[config.mk]
export PLATFORM = sky130hd
export DESIGN_NAME = alu_seq
export DESIGN_NICKNAME = d
export VERILOG_FILES = /design/src/rtl/alu_pkg.sv /design/src/rtl/alu_mul_iter.sv /design/src/rtl/alu_seq.sv
export SDC_FILE = /design/constraint.sdc
export NUM_CORES = 1
export LEC_CHECK = 0
export CAP_MARGIN = 5
export CORE_MARGIN = 4
export CORE_UTILIZATION = 40
export DETAILED_ROUTE_END_ITERATION = 8
export PLACE_DENSITY = 0.66
export SLEW_MARGIN = 10
export SYNTH_ARGS = -nofsm -noshare
export SYNTH_HDL_FRONTEND = slang
export SYNTH_HIERARCHICAL = 1
export SYNTH_SLANG_ARGS = --single-unit
[constraint.sdc]
create_clock -name clk -period 13.5 [get_ports clk]
set_input_delay 2.025 -clock clk [delete_from_list [all_inputs] [get_ports clk]]
set_output_delay 2.025 -clock clk [all_outputs]
set_load 0.05 [all_outputs]
[src/rtl/alu_pkg.sv]
`default_nettype none
// ============================================================================
// Module      : alu_pkg
// Description : Shared opcode encodings, FSM state encodings and operand
//               typedefs for the handshaked sequential ALU.
// Revision    : 1.0 - initial release
// ============================================================================
package alu_pkg;

    // Opcode width used by the default configuration of alu_seq
    localparam int ALU_OP_W = 4;

    typedef logic [ALU_OP_W-1:0] op_t;

    // Opcode encodings; anything not listed here executes as SUB
    localparam int OP_ADD = 0;
    localparam int OP_SUB = 1;
    localparam int OP_MUL = 2;
    localparam int OP_AND = 3;
    localparam int OP_OR  = 4;
    localparam int OP_XOR = 5;
    localparam int OP_SLT = 6;
    localparam int OP_SLL = 7;
    localparam int OP_SRL = 8;

    // Handshake FSM states
    typedef enum logic [0:0] {
        IDLE     = 1'b0,
        MUL_BUSY = 1'b1
    } state_e;

    localparam logic [0:0] ST_IDLE     = 1'b0;
    localparam logic [0:0] ST_MUL_BUSY = 1'b1;

endpackage : alu_pkg
`default_nettype wire

[src/rtl/alu_mul_iter.sv]
`default_nettype none
// ============================================================================
// Module      : alu_mul_iter
// Description : Iterative shift-add unsigned multiplier. Retires MUL_BPC
//               multiplier bits per cycle; o_done pulses combinationally on
//               the final iteration with the full 2*WIDTH product on
//               o_product, so the consumer can capture it on that edge.
// Revision    : 1.0 - initial release
// ============================================================================
module alu_mul_iter #(
    parameter int WIDTH   = 32,
    parameter int MUL_BPC = 1
) (
    input  logic                 clk,
    input  logic                 rst,
    input  logic                 i_start,
    input  logic [WIDTH-1:0]     i_a,
    input  logic [WIDTH-1:0]     i_b,
    output logic                 o_done,
    output logic [2*WIDTH-1:0]   o_product
);

    localparam int ITER  = WIDTH / MUL_BPC;
    localparam int CNT_W = $clog2(ITER + 1);

    logic [2*WIDTH-1:0] r_mcand;
    logic [WIDTH-1:0]   r_mplier;
    logic [2*WIDTH-1:0] r_acc;
    logic [CNT_W-1:0]   r_cnt;
    logic               r_busy;

    logic [2*WIDTH-1:0] w_partial;
    logic [2*WIDTH-1:0] w_acc_next;
    logic               w_last;

    // Partial product for the MUL_BPC low multiplier bits of this iteration
    always_comb begin
        w_partial = '0;
        for (int j = 0; j < MUL_BPC; j++) begin
            if (r_mplier[j]) begin
                w_partial = w_partial + (r_mcand << j);
            end
        end
    end

    assign w_acc_next = r_acc + w_partial;
    assign w_last     = (r_cnt == CNT_W'(ITER - 1));
    assign o_done     = r_busy & w_last;
    assign o_product  = w_acc_next;

    // Operand latch on start, then one shift-add step per cycle while busy
    always_ff @(posedge clk or posedge rst) begin
        if (rst) begin
            r_mcand  <= '0;
            r_mplier <= '0;
            r_acc    <= '0;
            r_cnt    <= '0;
            r_busy   <= 1'b0;
        end else if (i_start) begin
            r_mcand  <= {{WIDTH{1'b0}}, i_a};
            r_mplier <= i_b;
            r_acc    <= '0;
            r_cnt    <= '0;
            r_busy   <= 1'b1;
        end else if (r_busy) begin
            r_acc    <= w_acc_next;
            r_mcand  <= r_mcand << MUL_BPC;
            r_mplier <= r_mplier >> MUL_BPC;
            r_cnt    <= r_cnt + 1'b1;
            if (w_last) begin
                r_busy <= 1'b0;
            end
        end
    end

endmodule : alu_mul_iter
`default_nettype wire

[src/rtl/alu_seq.sv]
`default_nettype none
// ============================================================================
// Module      : alu_seq
// Description : Handshaked ALU. Single-cycle datapath for all ops except MUL,
//               which runs on alu_mul_iter. Result and flags sit in an output
//               register that is held while the consumer stalls.
// Revision    : 1.0 - initial release
// ============================================================================
module alu_seq
    import alu_pkg::*;
#(
    parameter int WIDTH   = 32,
    parameter int OP_W    = 4,
    parameter int MUL_BPC = 1
) (
    input  logic               clk,
    input  logic               rst,
    input  logic               in_valid,
    output logic               in_ready,
    input  logic [OP_W-1:0]    control,
    input  logic [WIDTH-1:0]   oper1,
    input  logic [WIDTH-1:0]   oper2,
    output logic               out_valid,
    input  logic               out_ready,
    output logic [WIDTH-1:0]   result,
    output logic               zero,
    output logic               negative,
    output logic               carry,
    output logic               overflow,
    output logic               busy
);

    localparam int SH_W = $clog2(WIDTH);
    localparam int MSB  = WIDTH - 1;

    logic [0:0]         r_state;
    logic               r_out_valid;
    logic [WIDTH-1:0]   r_result;
    logic               r_zero;
    logic               r_negative;
    logic               r_carry;
    logic               r_overflow;

    logic               w_accept;
    logic               w_is_mul;
    logic               w_mul_start;
    logic               w_mul_done;
    logic [2*WIDTH-1:0] w_mul_prod;
    logic [WIDTH:0]     w_add;
    logic [WIDTH-1:0]   w_sub;
    logic [SH_W-1:0]    w_shamt;
    logic [WIDTH-1:0]   w_res;
    logic               w_carry;
    logic               w_ovf;
    logic [WIDTH-1:0]   w_load_res;
    logic               w_load_carry;
    logic               w_load_ovf;

    assign in_ready    = (r_state == ST_IDLE) && (!r_out_valid || out_ready);
    assign w_accept    = in_valid && in_ready;
    assign w_is_mul    = (control == OP_W'(OP_MUL));
    assign w_mul_start = w_accept && w_is_mul;

    assign w_add   = {1'b0, oper1} + {1'b0, oper2};
    assign w_sub   = oper1 - oper2;
    assign w_shamt = oper2[SH_W-1:0];

    alu_mul_iter #(
        .WIDTH   (WIDTH),
        .MUL_BPC (MUL_BPC)
    ) u_mul (
        .clk       (clk),
        .rst       (rst),
        .i_start   (w_mul_start),
        .i_a       (oper1),
        .i_b       (oper2),
        .o_done    (w_mul_done),
        .o_product (w_mul_prod)
    );

    // Single-cycle datapath; unlisted opcodes fall through to SUB
    always_comb begin
        w_res   = '0;
        w_carry = 1'b0;
        w_ovf   = 1'b0;
        case (control)
            OP_W'(OP_ADD): begin
                w_res   = w_add[WIDTH-1:0];
                w_carry = w_add[WIDTH];
                w_ovf   = (oper1[MSB] == oper2[MSB]) && (w_add[MSB] != oper1[MSB]);
            end
            OP_W'(OP_MUL): w_res = '0;
            OP_W'(OP_AND): w_res = oper1 & oper2;
            OP_W'(OP_OR):  w_res = oper1 | oper2;
            OP_W'(OP_XOR): w_res = oper1 ^ oper2;
            OP_W'(OP_SLT): w_res = {{(WIDTH-1){1'b0}}, ($signed(oper1) < $signed(oper2))};
            OP_W'(OP_SLL): w_res = oper1 << w_shamt;
            OP_W'(OP_SRL): w_res = oper1 >> w_shamt;
            default: begin
                w_res   = w_sub;
                w_carry = (oper1 < oper2);
                w_ovf   = (oper1[MSB] != oper2[MSB]) && (w_sub[MSB] != oper1[MSB]);
            end
        endcase
    end

    // Value to be loaded into the output register this edge, from either source
    always_comb begin
        w_load_res   = w_res;
        w_load_carry = w_carry;
        w_load_ovf   = w_ovf;
        if (w_mul_done) begin
            w_load_res   = w_mul_prod[WIDTH-1:0];
            w_load_carry = 1'b0;
            w_load_ovf   = |w_mul_prod[2*WIDTH-1:WIDTH];
        end
    end

    // Handshake FSM and output register; flags come from the value being loaded
    always_ff @(posedge clk or posedge rst) begin
        if (rst) begin
            r_state     <= ST_IDLE;
            r_out_valid <= 1'b0;
            r_result    <= '0;
            r_zero      <= 1'b0;
            r_negative  <= 1'b0;
            r_carry     <= 1'b0;
            r_overflow  <= 1'b0;
        end else begin
            case (r_state)
                ST_IDLE: begin
                    if (w_accept) begin
                        if (w_is_mul) begin
                            r_state     <= ST_MUL_BUSY;
                            r_out_valid <= 1'b0;
                        end else begin
                            r_out_valid <= 1'b1;
                            r_result    <= w_load_res;
                            r_zero      <= ~|w_load_res;
                            r_negative  <= w_load_res[MSB];
                            r_carry     <= w_load_carry;
                            r_overflow  <= w_load_ovf;
                        end
                    end else if (r_out_valid && out_ready) begin
                        r_out_valid <= 1'b0;
                    end
                end
                default: begin
                    if (w_mul_done) begin
                        r_state     <= ST_IDLE;
                        r_out_valid <= 1'b1;
                        r_result    <= w_load_res;
                        r_zero      <= ~|w_load_res;
                        r_negative  <= w_load_res[MSB];
                        r_carry     <= w_load_carry;
                        r_overflow  <= w_load_ovf;
                    end
                end
            endcase
        end
    end

    assign out_valid = r_out_valid;
    assign result    = r_result;
    assign zero      = r_zero;
    assign negative  = r_negative;
    assign carry     = r_carry;
    assign overflow  = r_overflow;
    assign busy      = (r_state == ST_MUL_BUSY);

endmodule : alu_seq
`default_nettype wire

* Word level (Yosys, flattened, before mapping)
Cells that the tools add are included.
** Word-level totals
- Register bits after elaboration :: 205
- Input port bits :: 72
- Output and inout bits :: 39
- Word-level logic and storage cells :: 104
** Cells by class
- Add/sub/neg operators :: 4
- Order comparisons :: 2
- Equality and inequality tests :: 14
- Shift operators :: 2
- Multiplexer cells :: 47
- Bitwise logic cells :: 5
- Reduce and logical (&&, ||, !) cells :: 18
** Operator list (count)
- 64-bit two-way mux :: 5
- 32-bit one-hot mux with 8 select lines :: 1
- 32-bit two-way mux :: 7
- 64-bit adder :: 1
- 32-bit < comparator :: 2
- 32-bit OR reduction :: 2
- 32-bit by 32-bit adder with 33-bit output :: 1
- 32-bit AND :: 1
- 32-bit bitwise OR :: 1
- 32-bit by 5-bit << shifter with 32-bit output :: 1
- 32-bit by 5-bit >> shifter with 32-bit output :: 1
- 32-bit subtractor :: 1
- 32-bit XOR :: 1
- 1-bit two-way mux :: 30
- 4-bit by 3-bit == test with 1-bit output, second input constant :: 4
- 6-bit two-way mux :: 2
- 4-bit by 2-bit == test with 1-bit output, second input constant :: 2
- 6-bit by 1-bit adder with 6-bit output, second input constant :: 1
- 6-bit by 5-bit == test with 1-bit output, second input constant :: 1
- 1-bit logical AND :: 6
- 6-bit OR reduction :: 1
- 4-bit == test, second input constant :: 1
- 4-bit logical NOT :: 1
- 1-bit one-hot mux with 2 select lines :: 2
- other kinds (12) :: 16

* Depth between registers and ports, before layout
Gate-level depths: netlist (run 1).
- Depth after elaboration :: 8
- Depth in mapped cells :: 22
- Depth with buffers taken out :: 20

* Modules after synthesis
The synthesis (run 1) kept the hierarchy.
** By module, submodules not included
- alu_mul_iter :: instances 1, cells each 1311, area an instance 11639.9 µm², sequential area each 4179.0 µm²
- alu_seq :: instances 1, cells each 1508, area an instance 11313.4 µm², sequential area each 925.9 µm²

* Worst setup path after synthesis (run 1)
No wires, ideal clock.
- Path kind :: input to register
- Start point :: in oper2[3]
- End point :: reg r_zero (netlist: zero)
- Setup time :: 0.103 ns
- Arrival time :: 5.962 ns
- Data required time :: 13.397 ns
- Setup slack :: 7.435 ns
- Stages on the path :: 17
- Path buffers :: 4
- Cell sequence :: clkbuf_1 > inv_1 > buf_2 > clkbuf_1 > clkbuf_1 > ha_1 > o211ai_1 > nor4_1 > o32ai_1 > o21bai_1 > a211oi_1 > xnor2_1 > nor2_1 > o32ai_1 > nand4b_1 > or4_1 > o41ai_2
** Between the ends
- Word-level cells in the longest chain between the ends :: 8
- Elaborated cells between the ends (all ways) :: 16
- Those cells by class :: 2 x add/sub; 1 x order compare; 2 x shift; 6 x mux; 3 x bitwise; 2 x reduce/logical
** Ends and longest elaborated chain
- start, declared :: RTL line alu_seq.sv:22 : input logic [WIDTH-1:0] oper2,
- 32-bit subtractor (tied with other cells) :: RTL line alu_seq.sv:65 : assign w_sub = oper1 - oper2;
- 32-bit one-hot mux with 8 select lines * :: RTL line alu_seq.sv:86 : case (control)
- 32-bit two-way mux * :: RTL line alu_seq.sv:112 : if (w_mul_done) begin
- 32-bit OR reduction * :: RTL line alu_seq.sv:139, alu_seq.sv:153
- 1-bit logical NOT * :: RTL line alu_seq.sv:139, alu_seq.sv:153
- 1-bit two-way mux :: RTL line alu_seq.sv:133 : if (w_is_mul) begin
- 1-bit two-way mux :: RTL line alu_seq.sv:132 : if (w_accept) begin
- 1-bit two-way mux * :: RTL line alu_seq.sv:130 : case (r_state)
- end signal, assigned :: RTL line alu_seq.sv:139 : r_zero <= ~|w_load_res;
- end signal, assigned :: RTL line alu_seq.sv:153 : r_zero <= ~|w_load_res;
- end, declared :: RTL line alu_seq.sv:39 : logic r_zero;
Mark *: on every way between the ends. The rest lies on a longest branch, timed or not. The select of a mux whose other input is x is not followed.
A chain may end at the register's enable or synchronous reset.

* Worst setup path after layout (run 1)
- Start point :: in oper2[4]
- End point :: reg r_zero (netlist: zero)
The elaborated chain is that of the path after synthesis.

==> results.py, run 1 <==
metrics = {
    "setup_path": {
        "required_ns": 13.99,
        "path_class": "input port to flip-flop",
        "cpMaxStageDelayCell": "a2111oi_0",
        "cp_common_cell": "a21oi_1",
        "kind_of_launch_point_of_the_worst_setup_path": "input port",
        "cp_top_family": "compound AO/OA/AOI/OAI gates",
        "critPathMaxStageDelay_ns": 1.23,
        "arrival_ns": 7.84,
        "critical_path_buffers_and_inverters": 3,
        "crit_path_cell_trace": "clkdlybuf4s50_1 > clkinv_1 > ha_1 > inv_1 > a2111oi_0 > a21oi_1 > a21oi_1 > mux2i_1 > a32o_1 > nand4_1 > nor4_2 > nand4b_1 > or4_1 > o41ai_2",
        "critical_path_sink_type": "flip-flop",
        "worst-path-max-fanout": 12,
    },
    "power_and_ir_drop": {
        "power_leakage_nw": 10.7,
        "design_power_total_mw": 5.92,
        "p_per_area_nw_per_um2": 233,
        "vdd.ir_drop.worst_uv": 144,
    },
    "die": {
        "die_area_sq_um": 61300,
        "core_region_area_sq_um": 56600,
        "initial_utilization_pct": 40.6,
        "num_rows": 87,
        "die_h_um": 248,
        "floorplan.die.width_um": 248,
        "boundaryPins": 111,
    },
    "timing": {
        "transition_at_the_pin_with_the_smallest_max_transition_slack_ns": 1.47,
        "final-max-slew-violation-count": 1,
        "fin_setup_tns_ns": 0,
        "timing.fmax_ghz": 0.136,
        "setup_viol_count_final": 0,
        "max_slew_margin_pct": -0.451,
        "rsz0062_at_grt": "no",
        "finalClockSkew_ns": 0.0409,
        "period_share_pct": 54.5,
        "finalCriticalPeriod_ns": 7.35,
        "final_hold_viol_count": 0,
    },
    "detailed_routing": {
        "drt_pass1_iterations": 9,
        "route.vias.total": 22900,
        "detailedRoute.firstIterationViolations": 2349,
        "via_per_inst": 6.41,
        "wire_per_inst_um": 28.6,
        "antenna_violating_nets_post_route": 0,
        "drcViolationCount": 0,
        "routed_wirelength_mm": 102,
    },
    "cts": {
        "clkSinkCount": 204,
        "numCtsBuffers": 27,
        "cts_setup_buffers": 0,
        "clk_root_buffer_cell": "clkbuf_16",
        "ctsHtreeMaxLevel": 1,
        "clk_path_buf_depth": 3,
        "post_cts_resize_count": 0,
        "cts.hold.buffers_added": 0,
        "tritoncts_clock_tree": "done",
        "clock_input_transition_at_the_sequential_cells_of_the_worst_setup_and_hold_paths_ns": 0.06,
        "clock_insertion_delay_worst_skew_ns": 0.60,
    },
    "placed_design": {
        "port_buffers": 110,
        "gp_congestion": 1.03,
        "detailed_place_hpwl_mm": 77.4,
    },
    "synth": {
        "postSynthCellCount": 2819,
        "ys_dominant_reg_cell": "dfrtp_1",
        "synth_cell_type_count": 107,
        "netlist_area_sq_um": 23000,
        "postSynthRegisterBits": 204,
        "postSynthNetCount": 3055,
        "asyncSetResetFlopFracSynth_pct": 100,
        "synthesis.yosys.warnings": 6,
        "synth_seq_area_share_pct": 22.2,
        "synth-edff-count": 0,
        "avgSynthCellArea_sq_um": 8.14,
    },
    "global_route": {
        "grt_usage_pct": 32.4,
        "grt_antenna_before_repair": 0,
        "grt_start_max_net_pins": 96,
        "gr-total-overflow": 0,
        "first_global_vias": 22600,
        "grt_pass1_wl_mm": 150,
    },
    "cells_and_area": {
        "area_delta_synth_final_pct": 10.4,
        "fillers": 5710,
        "layout-drive-gt1-share_pct": 7.56,
        "nNetsFinal": 3038,
    },
    "run_status": {
        "violations": "capacitance limit, slew limit",
        "status": "finished with violations",
    },
    "flow_run": {
        "maxCapViolations": 1,
    },
    "worst_hold_path": {
        "hold_class": "flip-flop to flip-flop",
    },
}
through the flow:
stage | hold WS, ns | instance area, sq um | utilization (%) | setup WS (ns) | cells
2_1_floorplan | 0.472 | 23000 | - | 6.96 | 2819
3_3_place_gp | 0.457 | 24500 | 43.2 | 5.98 | 3529
3_5_place_dp | 0.469 | 24500 | 43.2 | 5.84 | 3529
4_1_cts | 0.483 | 25300 | 44.8 | 6.47 | 3574
5_1_grt | 0.503 | 25300 | 44.8 | 6.06 | 3574
6_report | 0.475 | 25300 | 44.8 | 6.15 | 3576
synthesized netlist by cell type, drive strengths merged (25+ instances only):
library cell	instances	share of area, %
nand3	49	1.1
mux4	52	5.3
nand4	34	0.93
ha	161	8.8
xnor2	71	2.7
and2	79	2.2
a211oi	37	1.3
clkbuf	131	2.1
xor2	27	1.0
nand2b	27	0.74
buf	70	1.8
nor4	30	0.87
nor2	250	4.1
o21ai	213	4.7
mux2i	202	8.9
inv	135	2.2
and3	25	0.68
nand2	275	4.5
nor3	40	0.87
o21bai	27	0.90
dfrtp	204	22
a21o	49	1.6
a21oi	185	4.1
o211ai	36	1.2
routing by layer:
metal	up-vias	track usage, %	share of wire, %
met5	-	0	0
met4	0	21.0	8.2
met3	296	5.10	6.8
met2	1054	52.0	45
met1	11200	40.5	40
li1	10300	-	-
cells in the final DEF (no fill, tap or decap), types with 38 or more instances in the layout:
| cell type | count |
|---|---|
| nand3_1 | 49 |
| dfrtp_1 | 203 |
| o21ai_0 | 200 |
| and2_1 | 77 |
| nor2_1 | 249 |
| xnor2_1 | 71 |
| inv_1 | 133 |
| clkdlybuf4s50_1 | 106 |
| nor3_1 | 38 |
| a21o_1 | 49 |
| mux4_2 | 42 |
| a21oi_1 | 183 |
| nand2_1 | 275 |
| buf_4 | 47 |
| ha_1 | 161 |
| mux2i_1 | 200 |
worst register-to-register path: stages (launching register included):
cell and delay [ns]:
dfrtp_1 0.90, buf_4 0.47, and2_1 0.21, ha_1 0.28, and2_1 0.24, a21o_1 0.22
a311oi_2 0.34, nand3_1 0.12, nor3_1 0.35, o21ai_2 0.14, nor4b_4 0.17, nor4_1 0.50
nor2_1 0.12, xor2_1 0.16, nor4_1 0.57, nand4_1 0.17, nor4_1 0.37, nand4_1 0.26
o21ai_0 0.35, o21ai_0 0.16
cell families after synthesis:
group	synth area share [%]
compound gates	24.3
fa+ha+maj	9.04
xor+xnor	3.84
buf+inv	6.16
flops	22.2
mux	15.4
simple gates	19.0
power breakdown:
group | internal [mW] | switching (mW) | leakage [nW] | total (mW)
Combinational | 1.50 | 2.54 | 7.81 | 4.05
Clock | 0.431 | 0.290 | 0.421 | 0.721
Sequential | 0.924 | 0.224 | 2.44 | 1.15
Total | 2.86 | 3.06 | 10.7 | 5.92
cell type report:
class                   count  area, sq um  area share (%)
diodes                      2         5.00          0.0197
clock buffers              37          763            3.01
clock inverters             8          116           0.459
inverters                 136          515            2.03
multi-input cells        2278        16500            65.0
flip-flops and latches    204         5110            20.2
well taps                 756          946            3.73
repair buffers            155         1420            5.62
registers in the layout (all words and copies together) (netlist names):
register / flops
u_mul/r_mcand: 64
busy: 1
u_mul/r_acc: 64
zero: 1
u_mul/r_busy: 1
carry: 1
result: 32
u_mul/r_cnt: 6
out_valid: 1
u_mul/r_mplier: 32
overflow: 1
worst paths after layout:
check                                        from      endpoint  slack, ns  cells past startpoint
worst max-delay path                     oper2[4]          zero       6.15                     14
worst min-delay path                   result[15]    result[15]       0.47                      2
worst max register to register  u_mul/r_mplier[0]      overflow       7.29                     19
worst min register to register         result[15]    result[15]       0.47                      2
max in group asynchronous                     rst  u_mul/r_busy       9.87                      3
min in group asynchronous                     rst         carry       1.94                      3
(Power assumes the default switching activity.)
==> inputs of run 2 (changes only) <==
==> constraint.sdc (replaced) <==
create_clock -name clk -period 7 [get_ports clk]
set_input_delay 1.05 -clock clk [delete_from_list [all_inputs] [get_ports clk]]
set_output_delay 1.05 -clock clk [all_outputs]
set_load 0.05 [all_outputs]
==> run 2 against run 1 <==
  * The run now ends clean
  * Clock power is 110% higher
  * Count of clock-buffer cells in the layout is 2 higher
  * Cell area is 1.8% higher
  * Sequential share of layout area is 0.35 points lower
  * Utilization is 0.79 points higher
  * Worst setup slack worse by 5.0 ns
  * Total power is 96% higher
  * Critical path depth is 6 higher
  * Register-to-register slack worse by 6.2 ns
  * Non-clock buffer count is 51 higher
  * Sequential cell count stayed put
  * Die area stayed put
  * Critical endpoint is now overflow
  * Largest cell class unchanged
==> results.py, run 2 (same netlist as run 1, synthesis figures left out) <==
metrics = {
    "power_and_ir_drop": {
        "clock_network_fraction_of_design_power_pct": 12.7,
        "sw_frac_of_total_pct": 51.4,
        "cellInternalPower_mw": 5.63,
        "p_per_area_nw_per_um2": 449,
        "combPwrFrac_pct": 67.7,
        "vdd.ir_drop.worst_uv": 323,
        "power_leakage_nw": 11.0,
        "sequential_cell_fraction_of_total_power_pct": 19.6,
        "p_sw_mw": 5.96,
    },
    "worst_hold_path": {
        "hold_path_startpoint": "result[15]",
        "hold_class": "flip-flop to flip-flop",
        "holdPathStages": 2,
        "hold_end": "result[15]",
    },
    "cts": {
        "cts_setup_buffers": 0,
        "tritoncts_clock_tree": "done",
        "numCtsBuffers": 26,
        "cts.hold.buffers_added": 0,
        "clkSinkCount": 204,
        "clk_path_buf_depth": 3,
        "clock_input_transition_at_the_sequential_cells_of_the_worst_setup_and_hold_paths_ns": 0.06,
        "clk_root_buffer_cell": "clkbuf_16",
        "clock_insertion_delay_worst_skew_ns": 0.57,
        "post_cts_resize_count": 0,
        "ctsHtreeMaxLevel": 1,
    },
    "detailed_routing": {
        "wire_per_inst_um": 29.3,
        "route.vias.total": 23300,
        "antenna_violating_nets_post_route": 0,
        "routed_wirelength_mm": 106,
        "drcViolationCount": 0,
        "detailedRoute.firstIterationViolations": 2225,
        "drt_pass1_iterations": 5,
        "via_per_inst": 6.41,
    },
    "timing": {
        "setup_viol_count_final": 0,
        "timing.fmax_ghz": 0.170,
        "finalCriticalPeriod_ns": 5.87,
        "fin_setup_tns_ns": 0,
        "finalClockSkew_ns": 0.0212,
        "final_hold_viol_count": 0,
        "final-max-slew-violation-count": 0,
        "max_slew_margin_pct": 24.6,
        "setup_slack_ns": 1.13,
        "rsz0062_at_grt": "no",
        "period_share_pct": 83.8,
        "transition_at_the_pin_with_the_smallest_max_transition_slack_ns": 1.12,
    },
    "cells_and_area": {
        "final_cell_mix": "275 x nand2_1, 249 x nor2_1, 203 x dfrtp_1",
        "layout-drive-gt1-share_pct": 9.27,
        "antenna_cells": 0,
        "area_delta_synth_final_pct": 12.4,
        "largest_registers": "u_mul/r_acc (64), u_mul/r_mcand (64)",
        "most_common_cell_after_layout_fill_and_taps_aside": "nand2_1",
        "nNetsFinal": 3088,
        "final-instance-count-excl-fill": 3627,
    },
    "setup_path": {
        "critical_path.startpoint": "u_mul/r_mplier[0]",
        "cpMaxStageDelayCell": "dfrtp_1",
        "path_class": "flip-flop to flip-flop",
        "r2r-end": "overflow",
        "arrival_ns": 6.30,
        "critPathMaxStageDelay_ns": 1.02,
        "kind_of_launch_point_of_the_worst_setup_path": "flip-flop",
        "crit_path_cell_trace": "and2_1 > ha_1 > inv_1 > fa_1 > nor2b_1 > o211ai_1 > a21oi_2 > o21ai_1 > a2111o_1 > a211oi_2 > o21ba_2 > a21o_1 > nor2_1 > xnor2_1 > nor4_1 > nand4_1 > nor4_1 > nand4_1 > o21ai_0 > o21ai_0",
        "cp_top_family": "compound AO/OA/AOI/OAI gates",
        "worst-path-max-fanout": 37,
        "crit-reg2reg-launch": "u_mul/r_mplier[0]",
        "critical_path_sink_type": "flip-flop",
        "required_ns": 7.43,
        "worst-r2r-setup-slack_ns": 1.13,
        "critical_path_buffers_and_inverters": 1,
        "worstRegToRegCells": 20,
    },
    "die": {
        "boundaryPins": 111,
        "initial_utilization_pct": 40.6,
        "die_area_sq_um": 61300,
        "die_h_um": 248,
        "num_rows": 87,
        "core_region_area_sq_um": 56600,
        "floorplan.die.width_um": 248,
    },
    "run_status": {
        "status": "complete, no violations",
    },
    "global_route": {
        "gr-total-overflow": 0,
        "first_global_vias": 22900,
        "grt_antenna_before_repair": 3,
        "grt_start_max_net_pins": 92,
        "grt_pass1_wl_mm": 155,
        "grt_usage_pct": 33.8,
    },
    "flow_run": {
        "maxCapViolations": 0,
    },
    "placed_design": {
        "post-place-cells": 3580,
        "preCtsSetupSlack_ns": 0.799,
        "detailed_place_hpwl_mm": 83.5,
        "gp_congestion": 1.06,
        "port_buffers": 110,
    },
}
[run 2: layer usage]
metal  part of all wire, %  GRT usage [%]  wire [um]  vias to the layer above
li1                      -              -          -                    10500
met1                    39           42.0      41800                    11400
met2                    45           54.5      48100                     1077
met3                   7.4           5.27       7820                      271
met4                   8.0           21.7       8510                        2
met5                 0.014              0         15                        -
[run 2: worst max path at each step]
stage,endpoint,slack (ns),cells past startpoint
4_1_cts,overflow,0.96,20
3_5_place_dp,zero,0.80,14
3_3_place_gp,zero,0.78,14
5_1_grt,overflow,0.67,21
6_report,overflow,1.13,20
2_1_floorplan,u_mul/r_acc[0],1.43,1
[run 2: layout make-up]
class                           instances  area (sq um)
Clock inverter                          8           143
Sequential cell                       204          5110
Fill cell                            5661         30800
Inverter                              136           515
Multi-Input combinational cell       2278         16500
Clock buffer                           39           791
Tap cell                              756           946
Timing Repair Buffer                  206          1820
[run 2: metrics by stage]
stage               utilization [%]  instance area (sq um)  total power [mW]  hold slack (ns)
floorplan                         -                  23000              7.66            0.472
global placement               43.9                  24900              9.85            0.458
detailed placement             43.9                  24900              9.96            0.473
CTS                            45.6                  25800              11.5            0.487
global route                   45.6                  25800              12.4            0.517
finish                         45.6                  25800              11.6            0.478
[run 2: worst register-to-register path: stages (launching register included)]
cell,delay [ns]
dfrtp_1,1.02
and2_1,0.25
ha_1,0.21
inv_1,0.07
fa_1,0.40
nor2b_1,0.18
o211ai_1,0.16
a21oi_2,0.32
o21ai_1,0.12
a2111o_1,0.43
a211oi_2,0.39
o21ba_2,0.25
a21o_1,0.19
nor2_1,0.07
xnor2_1,0.14
nor4_1,0.44
nand4_1,0.18
nor4_1,0.33
nand4_1,0.19
o21ai_0,0.27
o21ai_0,0.15
[run 2: power by group through the flow]
| stage | Sequential, mW | Combinational (mW) | Clock, mW |
|---|---|---|---|
| 6_report | 2.27 | 7.85 | 1.48 |
| 5_1_grt | 2.35 | 8.48 | 1.56 |
| 4_1_cts | 2.27 | 7.72 | 1.52 |
| 3_5_place_dp | 2.28 | 7.67 | 0 |
| 3_3_place_gp | 2.26 | 7.59 | 0 |
| 2_1_floorplan | 2.39 | 5.27 | 0 |
==> RTL edit: new RTL, flow settings as in run 1 <==
Make the reset (`rst`) synchronous in 2 clocked blocks.
--- a/src/rtl/alu_mul_iter.sv
+++ b/src/rtl/alu_mul_iter.sv
@@ -50,5 +50,5 @@
 
     // Operand latch on start, then one shift-add step per cycle while busy
-    always_ff @(posedge clk or posedge rst) begin
+    always_ff @(posedge clk) begin
         if (rst) begin
             r_mcand  <= '0;
--- a/src/rtl/alu_seq.sv
+++ b/src/rtl/alu_seq.sv
@@ -118,5 +118,5 @@
 
     // Handshake FSM and output register; flags come from the value being loaded
-    always_ff @(posedge clk or posedge rst) begin
+    always_ff @(posedge clk) begin
         if (rst) begin
             r_state     <= ST_IDLE;
Formal check against the unedited RTL: differs if rst is asserted again (counterexample within 4 cycles, from zero or initial values and one cycle with rst high); with rst held inactive, the same outputs for 4 cycles.
==> RTL edit against run 1 <==
  * Sequential cell count is the same
  * Hold slack lost 0.025 ns
  * Fmax grew 1.4%
  * Routed wire length shrank 4.0%
  * Synthesized area shrank 4.0%
  * Final area shrank 4.1%
  * Sequential share of layout area shrank 3.3 points
  * Global-route usage shrank 0.75 points
  * Register-to-register slack gained 0.04 ns
  * Clock skew shrank 0.014 ns
  * Worst setup slack gained 0.10 ns
  * Via count grew 3.3%
  * Critical endpoint is now zero
  * Highest routed layer is now met5
Power is not compared: it rests on default switching activity, and its combinational part moved more than twofold at a synthesized area within 25%.
==> RTL edit: results (changes against run 1) <==
<table>
<tr><th>Metric</th><th>Value</th></tr>
<tr><th colspan="2">Setup path</th></tr>
<tr><td>Maximum cell stage delay along the critical path</td><td>0.79 ns (-0.44 ns)</td></tr>
<tr><td>Largest delay contributor family on the critical path</td><td>simple AND/OR/NAND/NOR gates</td></tr>
<tr><td>Critical-path cell with the highest stage delay</td><td>sky130_fd_sc_hd__clkdlybuf4s50_1</td></tr>
<tr><td>Minimum setup slack among reg-to-reg paths</td><td>7.33 ns (+0.04 ns)</td></tr>
<tr><th colspan="2">Global routing</th></tr>
<tr><td>Overall global routing resource usage</td><td>31.6% (-0.75 points)</td></tr>
<tr><td>Number of global-route vias before repair</td><td>21900 (-2.7%)</td></tr>
<tr><td>Initial antenna violation count</td><td>5 (+5)</td></tr>
<tr><td>Wire length of the first global-routing pass</td><td>145000 um (-3.3%)</td></tr>
<tr><td>Pin count of the biggest net entering global routing</td><td>121 (+26%)</td></tr>
<tr><th colspan="2">Place</th></tr>
<tr><td>Instance area at placement</td><td>0.0234 mm^2 (-4.2%)</td></tr>
<tr><td>Sum of net half-perimeters after detailed placement</td><td>74900 um (-3.2%)</td></tr>
<tr><th colspan="2">STA</th></tr>
<tr><td>Final Slew Violations</td><td>0 (-1)</td></tr>
<tr><td>Clock tree skew after final layout</td><td>0.0274 ns (-0.0136 ns)</td></tr>
<tr><td>Slew at the pin closest to its max-slew limit</td><td>1.09 ns (-0.380 ns)</td></tr>
<tr><th colspan="2">Detailed routing</th></tr>
<tr><td>Final Routed Wirelength</td><td>98200 um (-4.0%)</td></tr>
<tr><td>DRT iter0 DRCs</td><td>2929 (+25%)</td></tr>
<tr><td>Average vias per placed instance</td><td>6.44 (+0.42%)</td></tr>
<tr><th colspan="2">Final layout</th></tr>
<tr><td>Ratio of cells with drive above 1 in the final layout</td><td>6.34% (-1.2 points)</td></tr>
<tr><td>Number of fillers in the final layout</td><td>5569 (-2.5%)</td></tr>
<tr><th colspan="2">Status</th></tr>
<tr><td>Result of the run</td><td>complete, no violations</td></tr>
<tr><th colspan="2">Synthesis</th></tr>
<tr><td>Main synth FF type</td><td>sky130_fd_sc_hd__dfxtp_1</td></tr>
<tr><td>Number of distinct library cells after synthesis</td><td>99 (-7.5%)</td></tr>
<tr><td>Proportion of register bits with asynchronous set or reset after synthesis</td><td>0% (-100 points)</td></tr>
<tr><td>Ranking of synthesized cells by area</td><td>sky130_fd_sc_hd__dfxtp_1 (19%), sky130_fd_sc_hd__ha_1 (9.1%), sky130_fd_sc_hd__mux2i_1 (8.6%)</td></tr>
<tr><td>Proportion of synthesized chip area in sequential cells</td><td>18.5% (-3.7 points)</td></tr>
<tr><td>Synthesized Nets</td><td>3241 (+6.1%)</td></tr>
</table>
==> RTL edit: changes by cell type after synthesis, sizes merged, moves of 21 or more <==
cell	change
a21oi	+126
dfrtp	-204
nand3	+29
mux4	-27
dfxtp	+204
nand4	+21
o21ai	-91
nand2	-40
nor2	+157
==> RTL edit: power by group <==
group | switching (mW) | internal, mW | total [mW]
registers | 0.00888 | 0.614 | 0.623
logic | 0.406 | 0.193 | 0.600
clock network | 0.291 | 0.427 | 0.718
total | 0.707 | 1.23 | 1.94
==> RTL edit: routing by layer <==
metal  wire [um]  track usage, %
met5          47               0
met4        5500            15.0
met3        9980            6.75
met2       41100            47.4
met1       41600            43.3
==> RTL edit: cell type report <==
cell class	count	area, um^2	share of cell area (%)
multi-input combinational	2451	16600	68.1
clock buffer	43	815	3.35
antenna	2	5.00	0.0206
inverter	127	477	1.96
timing repair buffer	153	1430	5.88
sequential	204	4090	16.8
clock inverter	4	58.8	0.242
tap	696	871	3.58
==> RTL edit: through the flow <==
step,setup WS [ns],std cells
global placement,5.90,3631
detailed placement,5.82,3631
CTS,6.40,3678
global route,6.11,3678
finish,6.25,3680
floorplan,6.72,3005
==> RTL edit: final timing paths <==
kind         cells after the start    endpoint         start
min                              2  result[15]    result[15]
max reg2reg                     16        zero  u_mul/r_busy
min reg2reg                      2  result[15]    result[15]
max                             15        zero      oper1[7]
==> RTL edit: kinds of logic (layout without fill, tap and decap cells) <==
logic type	count (synthesis)	count (layout)	share of synthesized area, %
buffers and inverters	350	327	6.55
XOR/XNOR	96	96	3.88
other	0	2	0
flip-flops	204	204	18.5
AND/OR/NAND/NOR	1067	1067	22.6
AO/OA/AOI/OAI	880	880	26.3
adder cells (fa/ha/maj)	164	164	9.41
multiplexers	244	244	12.7
